===== config.mk =====
export PLATFORM = sky130hd
export DESIGN_NAME = hazard_ctrl_flat
export DESIGN_NICKNAME = d
export VERILOG_FILES = /design/src/rtl/core_pkg.sv /design/src/rtl/hazard_ctrl_if.sv /design/src/rtl/mem_wait_fsm.sv /design/src/rtl/hazard_ctrl.sv /design/src/flat_wrapper.sv
export SDC_FILE = /design/constraint.sdc
export NUM_CORES = 1
export LEC_CHECK = 0
export CORE_AREA = 2 2 65 43
export DETAILED_ROUTE_END_ITERATION = 6
export DIE_AREA = 0 0 67 45
export PLACE_DENSITY = 0.72
export SLEW_MARGIN = 20
export SYNTH_ARGS = -nofsm -noshare
export SYNTH_HDL_FRONTEND = slang
export SYNTH_HIERARCHICAL = 1
export SYNTH_SLANG_ARGS = --single-unit

===== constraint.sdc =====
create_clock -name clk -period 1.62 [get_ports clk]
set_input_delay 0.324 -clock clk [delete_from_list [all_inputs] [get_ports clk]]
set_output_delay 0.324 -clock clk [all_outputs]
set_load 0.02 [all_outputs]

===== src/rtl/core_pkg.sv =====
// Shared core package: hazard FSM state encodings, the default register-index
// width and a helper that sizes the memory-wait counter.
package core_pkg;

  localparam int REG_ADDR_W_DEF = 5;

  typedef enum logic [1:0] {
    HZ_RUN      = 2'd0,
    HZ_MEM_WAIT = 2'd1,
    HZ_RECOVER  = 2'd2
  } hz_state_e;

  // Bits needed to hold 0..max_count, never less than one.
  function automatic int cnt_width(input int max_count);
    if (max_count < 1) begin
      return 1;
    end else begin
      return $clog2(max_count + 1);
    end
  endfunction

endpackage


===== src/rtl/hazard_ctrl_if.sv =====
// Hazard-control bundle between the pipeline (master) and hazard_ctrl (slave):
// ID/EX/MEM hazard inputs and the stall/flush/debug outputs.
interface hazard_ctrl_if #(
  parameter int REG_ADDR_W = core_pkg::REG_ADDR_W_DEF
);

  logic [REG_ADDR_W-1:0] id_rs1;
  logic [REG_ADDR_W-1:0] id_rs2;
  logic                  id_use_rs1;
  logic                  id_use_rs2;
  logic [REG_ADDR_W-1:0] ex_rd;
  logic                  ex_mem_read;
  logic                  ex_branch_taken;
  logic                  mem_req;
  logic                  mem_ready;

  logic stall_pc;
  logic stall_ifid;
  logic stall_idex;
  logic stall_exmem;
  logic stall_memwb;
  logic flush_ifid;
  logic flush_idex;
  logic flush_exmem;
  logic flush_memwb;
  logic mem_timeout;
  logic [1:0] hz_state;

  modport master (
    output id_rs1, id_rs2, id_use_rs1, id_use_rs2, ex_rd, ex_mem_read,
           ex_branch_taken, mem_req, mem_ready,
    input  stall_pc, stall_ifid, stall_idex, stall_exmem, stall_memwb,
           flush_ifid, flush_idex, flush_exmem, flush_memwb,
           mem_timeout, hz_state
  );

  modport slave (
    input  id_rs1, id_rs2, id_use_rs1, id_use_rs2, ex_rd, ex_mem_read,
           ex_branch_taken, mem_req, mem_ready,
    output stall_pc, stall_ifid, stall_idex, stall_exmem, stall_memwb,
           flush_ifid, flush_idex, flush_exmem, flush_memwb,
           mem_timeout, hz_state
  );

endinterface


===== src/rtl/mem_wait_fsm.sv =====
// Memory-wait tracker: RUN / MEM_WAIT / RECOVER state, saturating wait counter
// and the sticky watchdog flag that trips after MEM_TIMEOUT wait cycles.
module mem_wait_fsm
  import core_pkg::*;
#(
  parameter int MEM_TIMEOUT = 255
) (
  input  logic       clk,
  input  logic       reset,
  input  logic       mem_busy_i,
  input  logic       mem_ready_i,
  output logic [1:0] state_o,
  output logic       timeout_o
);

  localparam int CNT_W = cnt_width(MEM_TIMEOUT);
  localparam logic [CNT_W-1:0] CNT_LAST = CNT_W'(MEM_TIMEOUT - 1);
  localparam logic [CNT_W-1:0] CNT_MAX  = {CNT_W{1'b1}};
  localparam logic [CNT_W-1:0] CNT_ONE  = CNT_W'(1);
  localparam logic [CNT_W-1:0] CNT_ZERO = {CNT_W{1'b0}};

  hz_state_e        state_q, state_d;
  logic [CNT_W-1:0] cnt_q, cnt_d;
  logic             timeout_q, timeout_d;

  // State, counter and watchdog registers; reset aborts any wait at once.
  always_ff @(posedge clk or posedge reset) begin
    if (reset) begin
      state_q   <= HZ_RUN;
      cnt_q     <= CNT_ZERO;
      timeout_q <= 1'b0;
    end else begin
      state_q   <= state_d;
      cnt_q     <= cnt_d;
      timeout_q <= timeout_d;
    end
  end

  // Next-state logic; counter clears in RUN so every wait starts from zero.
  always_comb begin
    state_d   = state_q;
    cnt_d     = cnt_q;
    timeout_d = timeout_q;
    case (state_q)
      HZ_RUN: begin
        cnt_d = CNT_ZERO;
        if (mem_busy_i) begin
          state_d = HZ_MEM_WAIT;
        end else begin
          state_d = HZ_RUN;
        end
      end
      HZ_MEM_WAIT: begin
        if (mem_ready_i) begin
          state_d = HZ_RUN;
        end else if (cnt_q == CNT_LAST) begin
          state_d   = HZ_RECOVER;
          timeout_d = 1'b1;
        end else if (cnt_q != CNT_MAX) begin
          cnt_d = cnt_q + CNT_ONE;
        end else begin
          cnt_d = cnt_q;
        end
      end
      HZ_RECOVER: begin
        state_d = HZ_RUN;
      end
      default: begin
        state_d = HZ_RUN;
        cnt_d   = CNT_ZERO;
      end
    endcase
  end

  assign state_o   = state_q;
  assign timeout_o = timeout_q;

endmodule


===== src/rtl/hazard_ctrl.sv =====
// Central pipeline hazard controller: load-use, taken-branch redirect and
// data-memory wait handling with watchdog. Optional HAZARD_PERF_CNT_EN adds
// stall_cycles / flush_events performance counters.
module hazard_ctrl
  import core_pkg::*;
#(
  parameter int REG_ADDR_W  = REG_ADDR_W_DEF,
  parameter int MEM_TIMEOUT = 255
) (
  input  logic         clk,
  input  logic         reset,
  hazard_ctrl_if.slave hz
`ifdef HAZARD_PERF_CNT_EN
  ,
  output logic [31:0]  stall_cycles,
  output logic [31:0]  flush_events
`endif
);

  localparam logic [REG_ADDR_W-1:0] REG_ZERO = {REG_ADDR_W{1'b0}};

  logic       mem_busy_s;
  logic       load_use_s;
  logic [1:0] state_s;
  logic       timeout_s;
  logic       stall_pc_s, stall_ifid_s, stall_idex_s, stall_exmem_s, stall_memwb_s;
  logic       flush_ifid_s, flush_idex_s, flush_memwb_s;

  assign mem_busy_s = hz.mem_req && !hz.mem_ready;

  // x0 is never a real dependency, so a load into x0 does not stall.
  assign load_use_s = hz.ex_mem_read && (hz.ex_rd != REG_ZERO) &&
                      ((hz.id_use_rs1 && (hz.id_rs1 == hz.ex_rd)) ||
                       (hz.id_use_rs2 && (hz.id_rs2 == hz.ex_rd)));

  mem_wait_fsm #(
    .MEM_TIMEOUT (MEM_TIMEOUT)
  ) u_mem_wait_fsm (
    .clk         (clk),
    .reset       (reset),
    .mem_busy_i  (mem_busy_s),
    .mem_ready_i (hz.mem_ready),
    .state_o     (state_s),
    .timeout_o   (timeout_s)
  );

  // Priority mux: memory stall, recovery, redirect, then load-use bubble.
  always_comb begin
    stall_pc_s    = 1'b0;
    stall_ifid_s  = 1'b0;
    stall_idex_s  = 1'b0;
    stall_exmem_s = 1'b0;
    stall_memwb_s = 1'b0;
    flush_ifid_s  = 1'b0;
    flush_idex_s  = 1'b0;
    flush_memwb_s = 1'b0;
    if (reset) begin
      stall_pc_s = 1'b0;
    end else if (mem_busy_s) begin
      // EX/ID are frozen, so redirects and load-use re-evaluate next cycle.
      stall_pc_s    = 1'b1;
      stall_ifid_s  = 1'b1;
      stall_idex_s  = 1'b1;
      stall_exmem_s = 1'b1;
      stall_memwb_s = 1'b1;
      flush_memwb_s = 1'b1;
    end else if (state_s == HZ_RECOVER) begin
      // Drop the timed-out access and let the pipe advance.
      flush_memwb_s = 1'b1;
    end else if (hz.ex_branch_taken) begin
      // The dependent instruction is squashed, so load-use is moot.
      flush_ifid_s = 1'b1;
      flush_idex_s = 1'b1;
    end else if (load_use_s) begin
      stall_pc_s   = 1'b1;
      stall_ifid_s = 1'b1;
      flush_idex_s = 1'b1;
    end else begin
      stall_pc_s = 1'b0;
    end
  end

  assign hz.stall_pc    = stall_pc_s;
  assign hz.stall_ifid  = stall_ifid_s;
  assign hz.stall_idex  = stall_idex_s;
  assign hz.stall_exmem = stall_exmem_s;
  assign hz.stall_memwb = stall_memwb_s;
  assign hz.flush_ifid  = flush_ifid_s;
  assign hz.flush_idex  = flush_idex_s;
  assign hz.flush_exmem = 1'b0;  // reserved for the trap path
  assign hz.flush_memwb = flush_memwb_s;
  assign hz.mem_timeout = timeout_s;
  assign hz.hz_state    = state_s;

`ifdef HAZARD_PERF_CNT_EN
  logic [31:0] stall_cycles_q;
  logic [31:0] flush_events_q;

  // Free-running, wrapping event counters for stall and flush activity.
  always_ff @(posedge clk or posedge reset) begin
    if (reset) begin
      stall_cycles_q <= 32'd0;
      flush_events_q <= 32'd0;
    end else begin
      if (stall_pc_s) begin
        stall_cycles_q <= stall_cycles_q + 32'd1;
      end
      if (flush_ifid_s || flush_idex_s) begin
        flush_events_q <= flush_events_q + 32'd1;
      end
    end
  end

  assign stall_cycles = stall_cycles_q;
  assign flush_events = flush_events_q;
`endif

endmodule


===== src/flat_wrapper.sv =====
// flat-port wrapper written by rule: the top's interface ports become plain ports
module hazard_ctrl_flat import core_pkg::*;
#(
  parameter int REG_ADDR_W  = REG_ADDR_W_DEF,
  parameter int MEM_TIMEOUT = 255
)
  (clk, reset, hz_id_rs1, hz_id_rs2, hz_id_use_rs1, hz_id_use_rs2, hz_ex_rd, hz_ex_mem_read, hz_ex_branch_taken, hz_mem_req, hz_mem_ready, hz_stall_pc, hz_stall_ifid, hz_stall_idex, hz_stall_exmem, hz_stall_memwb, hz_flush_ifid, hz_flush_idex, hz_flush_exmem, hz_flush_memwb, hz_mem_timeout, hz_hz_state);
  hazard_ctrl_if #(.REG_ADDR_W(REG_ADDR_W)) hz_i ();
  input  logic clk;
  input  logic reset;
  input wire logic [$bits(hz_i.id_rs1)-1:0] hz_id_rs1;
  input wire logic [$bits(hz_i.id_rs2)-1:0] hz_id_rs2;
  input wire logic [$bits(hz_i.id_use_rs1)-1:0] hz_id_use_rs1;
  input wire logic [$bits(hz_i.id_use_rs2)-1:0] hz_id_use_rs2;
  input wire logic [$bits(hz_i.ex_rd)-1:0] hz_ex_rd;
  input wire logic [$bits(hz_i.ex_mem_read)-1:0] hz_ex_mem_read;
  input wire logic [$bits(hz_i.ex_branch_taken)-1:0] hz_ex_branch_taken;
  input wire logic [$bits(hz_i.mem_req)-1:0] hz_mem_req;
  input wire logic [$bits(hz_i.mem_ready)-1:0] hz_mem_ready;
  output wire logic [$bits(hz_i.stall_pc)-1:0] hz_stall_pc;
  output wire logic [$bits(hz_i.stall_ifid)-1:0] hz_stall_ifid;
  output wire logic [$bits(hz_i.stall_idex)-1:0] hz_stall_idex;
  output wire logic [$bits(hz_i.stall_exmem)-1:0] hz_stall_exmem;
  output wire logic [$bits(hz_i.stall_memwb)-1:0] hz_stall_memwb;
  output wire logic [$bits(hz_i.flush_ifid)-1:0] hz_flush_ifid;
  output wire logic [$bits(hz_i.flush_idex)-1:0] hz_flush_idex;
  output wire logic [$bits(hz_i.flush_exmem)-1:0] hz_flush_exmem;
  output wire logic [$bits(hz_i.flush_memwb)-1:0] hz_flush_memwb;
  output wire logic [$bits(hz_i.mem_timeout)-1:0] hz_mem_timeout;
  output wire logic [$bits(hz_i.hz_state)-1:0] hz_hz_state;
  assign hz_i.id_rs1 = hz_id_rs1;
  assign hz_i.id_rs2 = hz_id_rs2;
  assign hz_i.id_use_rs1 = hz_id_use_rs1;
  assign hz_i.id_use_rs2 = hz_id_use_rs2;
  assign hz_i.ex_rd = hz_ex_rd;
  assign hz_i.ex_mem_read = hz_ex_mem_read;
  assign hz_i.ex_branch_taken = hz_ex_branch_taken;
  assign hz_i.mem_req = hz_mem_req;
  assign hz_i.mem_ready = hz_mem_ready;
  assign hz_stall_pc = hz_i.stall_pc;
  assign hz_stall_ifid = hz_i.stall_ifid;
  assign hz_stall_idex = hz_i.stall_idex;
  assign hz_stall_exmem = hz_i.stall_exmem;
  assign hz_stall_memwb = hz_i.stall_memwb;
  assign hz_flush_ifid = hz_i.flush_ifid;
  assign hz_flush_idex = hz_i.flush_idex;
  assign hz_flush_exmem = hz_i.flush_exmem;
  assign hz_flush_memwb = hz_i.flush_memwb;
  assign hz_mem_timeout = hz_i.mem_timeout;
  assign hz_hz_state = hz_i.hz_state;
  hazard_ctrl #(.REG_ADDR_W(REG_ADDR_W), .MEM_TIMEOUT(MEM_TIMEOUT)) u_core (.clk(clk), .reset(reset), .hz(hz_i));
endmodule

==> impl_metrics.tcl <==
set metrics [dict create \
    grt_pass1_vias 907 \
    die_w_um 67 \
    outcome "complete, but fails checks" \
    antenna_found_initial 0 \
    place_ws_ps -1030 \
    crit_fanout 3 \
    antenna_left 0 \
    cp.arrival_ps 1510 \
    postPlaceCellArea_um2 1330 \
    violations "setup timing" \
    wl_per_cell_um 13.8 \
    coreArea_um2 2380 \
    hold_path_class "input port to asynchronous set/reset pin" \
    drt_iter0_drc 38 \
    skew_ps 1.17 \
    htree_levels 1 \
    grt_overflow 0 \
    gp_congestion 0.843 \
    start_kind "input port" \
    nFillCells 218 \
    cpPeakStageDelay_ps 550 \
    initial_core_util 0.367 \
    synth_nets 127 \
    cts_tree "yes" \
    slew_violations 0 \
    synth_seq_area_share 0.315 \
    maxCapViolCount 0 \
    die_y_um 45 \
    design_area_um2 1460 \
    io_pins 35 \
    finalHoldViolCount 0 \
    layout-drive-gt1-share 0.409 \
    final_nets 175 \
    drt_wl_total_um 2490 \
    n_antenna_cell 0 \
    grt_pass1_wl_um 4140 \
    setup_viol 4 \
    clock_path_buffers 2 \
    period_share 1.13 \
    port_buffers 33 \
    grt_max_degree 12 \
    fin_ws_ps -215 \
    area_growth_pct 66.4 \
    period_needed_ps 1840 \
    synth_seq_cells 11 \
    vias 893 \
    total_leakage_power_nw 0.680 \
    tns_ps -657 \
    ys_types 42 \
    ir_drop_v 0.000414 \
    avgSynthCellArea_um2 8.57 \
    drt_first_pass_iters 5 \
    cts_buffers 3 \
    power.total_mw 0.811 \
    path_buf_inv 2 \
    dp_cells 174 \
    place.detailed.hpwl_um 2000 \
    postSynthCellCount 102 \
    cts.sinks 11 \
    mostFrequentLayoutCell "buf_4" \
    placementRows 14 \
    worstSetupPathType "input port to output pin" \
    final_cells 181 \
    cellPowerDensity_nw_per_um2 558 \
    worstSkewPairLatency_ps 240 \
    worstSetupEndpointType "output pin" \
    worstPathRequired_ps 1300 \
    yosys_warnings 6 \
    rsz0062_at_grt "true" \
    cpMaxStageDelayCell "or4_4" \
    vias_per_cell 4.93 \
    cts_root_buf "clkbuf_8" \
    worstPathCellList "buf_6, or4_4, o21ai_4, or4_4, o22ai_4, buf_6" \
    max_freq_mhz 545 \
    syn_area_um2 875 \
    die-area_um2 3020 \
    most-common-layout-cells "buf_4, buf_6, dlygate4sd2_1, dfrtp_1" \
    drc 0 \
    crit_family "simple AND/OR/NAND/NOR gates" \
    cts.clk_slew.worst_paths_ps 50 \
    grtUsageTotal 0.184 \
]
[final timing paths]
kind | startpoint | end | slack [ps] | cells after the start
min in group clk | u_core/u_mem_wait_fsm/timeout_o | u_core/u_mem_wait_fsm/timeout_o | 460 | 1
setup reg to reg | u_core/u_mem_wait_fsm/cnt_q[1] | u_core/u_mem_wait_fsm/cnt_q[1] | 130 | 5
max in group asynchronous | reset | u_core/u_mem_wait_fsm/state_o[0] | 870 | 3
hold / removal | reset | u_core/u_mem_wait_fsm/cnt_q[4] | 440 | 3
hold reg to reg | u_core/u_mem_wait_fsm/timeout_o | u_core/u_mem_wait_fsm/timeout_o | 460 | 1
setup / recovery | hz_ex_rd[4] | hz_stall_pc | -220 | 6
[state kept, by name (all words and copies together), names as in the netlist]
| name | count |
|---|---|
| u_core/u_mem_wait_fsm/cnt_q | 8 |
| u_core/u_mem_wait_fsm/state_o | 2 |
| u_core/u_mem_wait_fsm/timeout_o | 1 |
[logic make-up after synthesis]
logic type / synth area share
and+or+nand+nor: 0.282
AOI/OAI and AO/OA: 0.166
buffers and inverters: 0.0730
xor gates and xnor gates: 0.120
DFF: 0.315
adders and majority gates: 0.0286
other: 0.00429
muxes: 0.0114
[per-stage QoR]
step                hold slack, ps  utilization
floorplan                      176            -
global placement               447        0.560
detailed placement             453        0.560
CTS                            459        0.593
global route                   483        0.611
finish                         436        0.611
[synth_stat cells]
master	n	area, um^2
a22o_1	1	8.76
a221o_1	1	10.0
and3_1	1	6.26
or2_1	1	6.26
ha_1	2	25.0
nor4_2	1	12.5
o21ai_0	2	10.0
xnor2_1	3	26.3
dfrtp_1	11	275
or3_1	1	6.26
o31ai_1	1	7.51
conb_1	1	3.75
nand4_2	1	12.5
or4_1	2	15.0
a31oi_1	2	12.5
nand4_1	1	6.26
o31a_1	1	8.76
or3_4	1	11.3
nand3_1	4	20.0
nand2b_1	3	18.8
clkbuf_1	1	3.75
xor2_1	9	78.8
inv_1	7	26.3
a32oi_1	1	8.76
nand2_1	9	33.8
nor2b_1	4	25.0
nor3_1	1	5.00
a21oi_1	2	10.0
o311ai_1	2	17.5
nor3_4	1	16.3
o21ai_2	1	8.76
nor2_1	6	22.5
o22ai_1	2	12.5
o21ai_1	3	15.0
inv_2	1	3.75
or2b_1	1	7.51
and2_0	1	6.26
buf_4	4	30.0
and3b_1	1	8.76
o211ai_1	2	15.0
mux2i_1	1	10.0
nor4_1	1	6.26
[layout make-up]
cell class / count / area (um^2) / share of cell area
clock buffers: 4 / 45.0 / 0.0310
inverters: 8 / 30.0 / 0.0206
multi-input cells: 78 / 646 / 0.444
flip-flops and latches: 11 / 278 / 0.191
well taps: 32 / 40.0 / 0.0275
repair buffers: 48 / 417 / 0.286
[report_power, final]
group / internal, mW / switching, mW / leakage, nW
Sequential: 0.283 / 0.00736 / 0.146
Combinational: 0.121 / 0.122 / 0.510
Clock: 0.173 / 0.105 / 0.0228
[worst register-to-register path: stages, from the launching register on]
cell     delay, ps
dfrtp_1        420
ha_1           240
nor2_2         160
o31a_1         220
nor2_1          80
a221o_1        250
[layer usage]
layer | vias to the layer above | global-route usage | wire length [um]
li1 | 448 | - | -
met1 | 422 | 0.252 | 1230
met2 | 23 | 0.299 | 1160
met3 | 0 | 0.0474 | 105
met4 | 0 | 0.0327 | 0
met5 | - | 0 | 0
[what timing repair did]
item | 4_1_cts | 5_1_grt
setup buffers | 2 | 1
endpoints found under the setup margin | 10 | 8
hold buffers | 0 | 0
pin swaps | 15 | 7
gates resized for setup | 112 | 14
No activity file was read; power rests on OpenSTA's default activity.
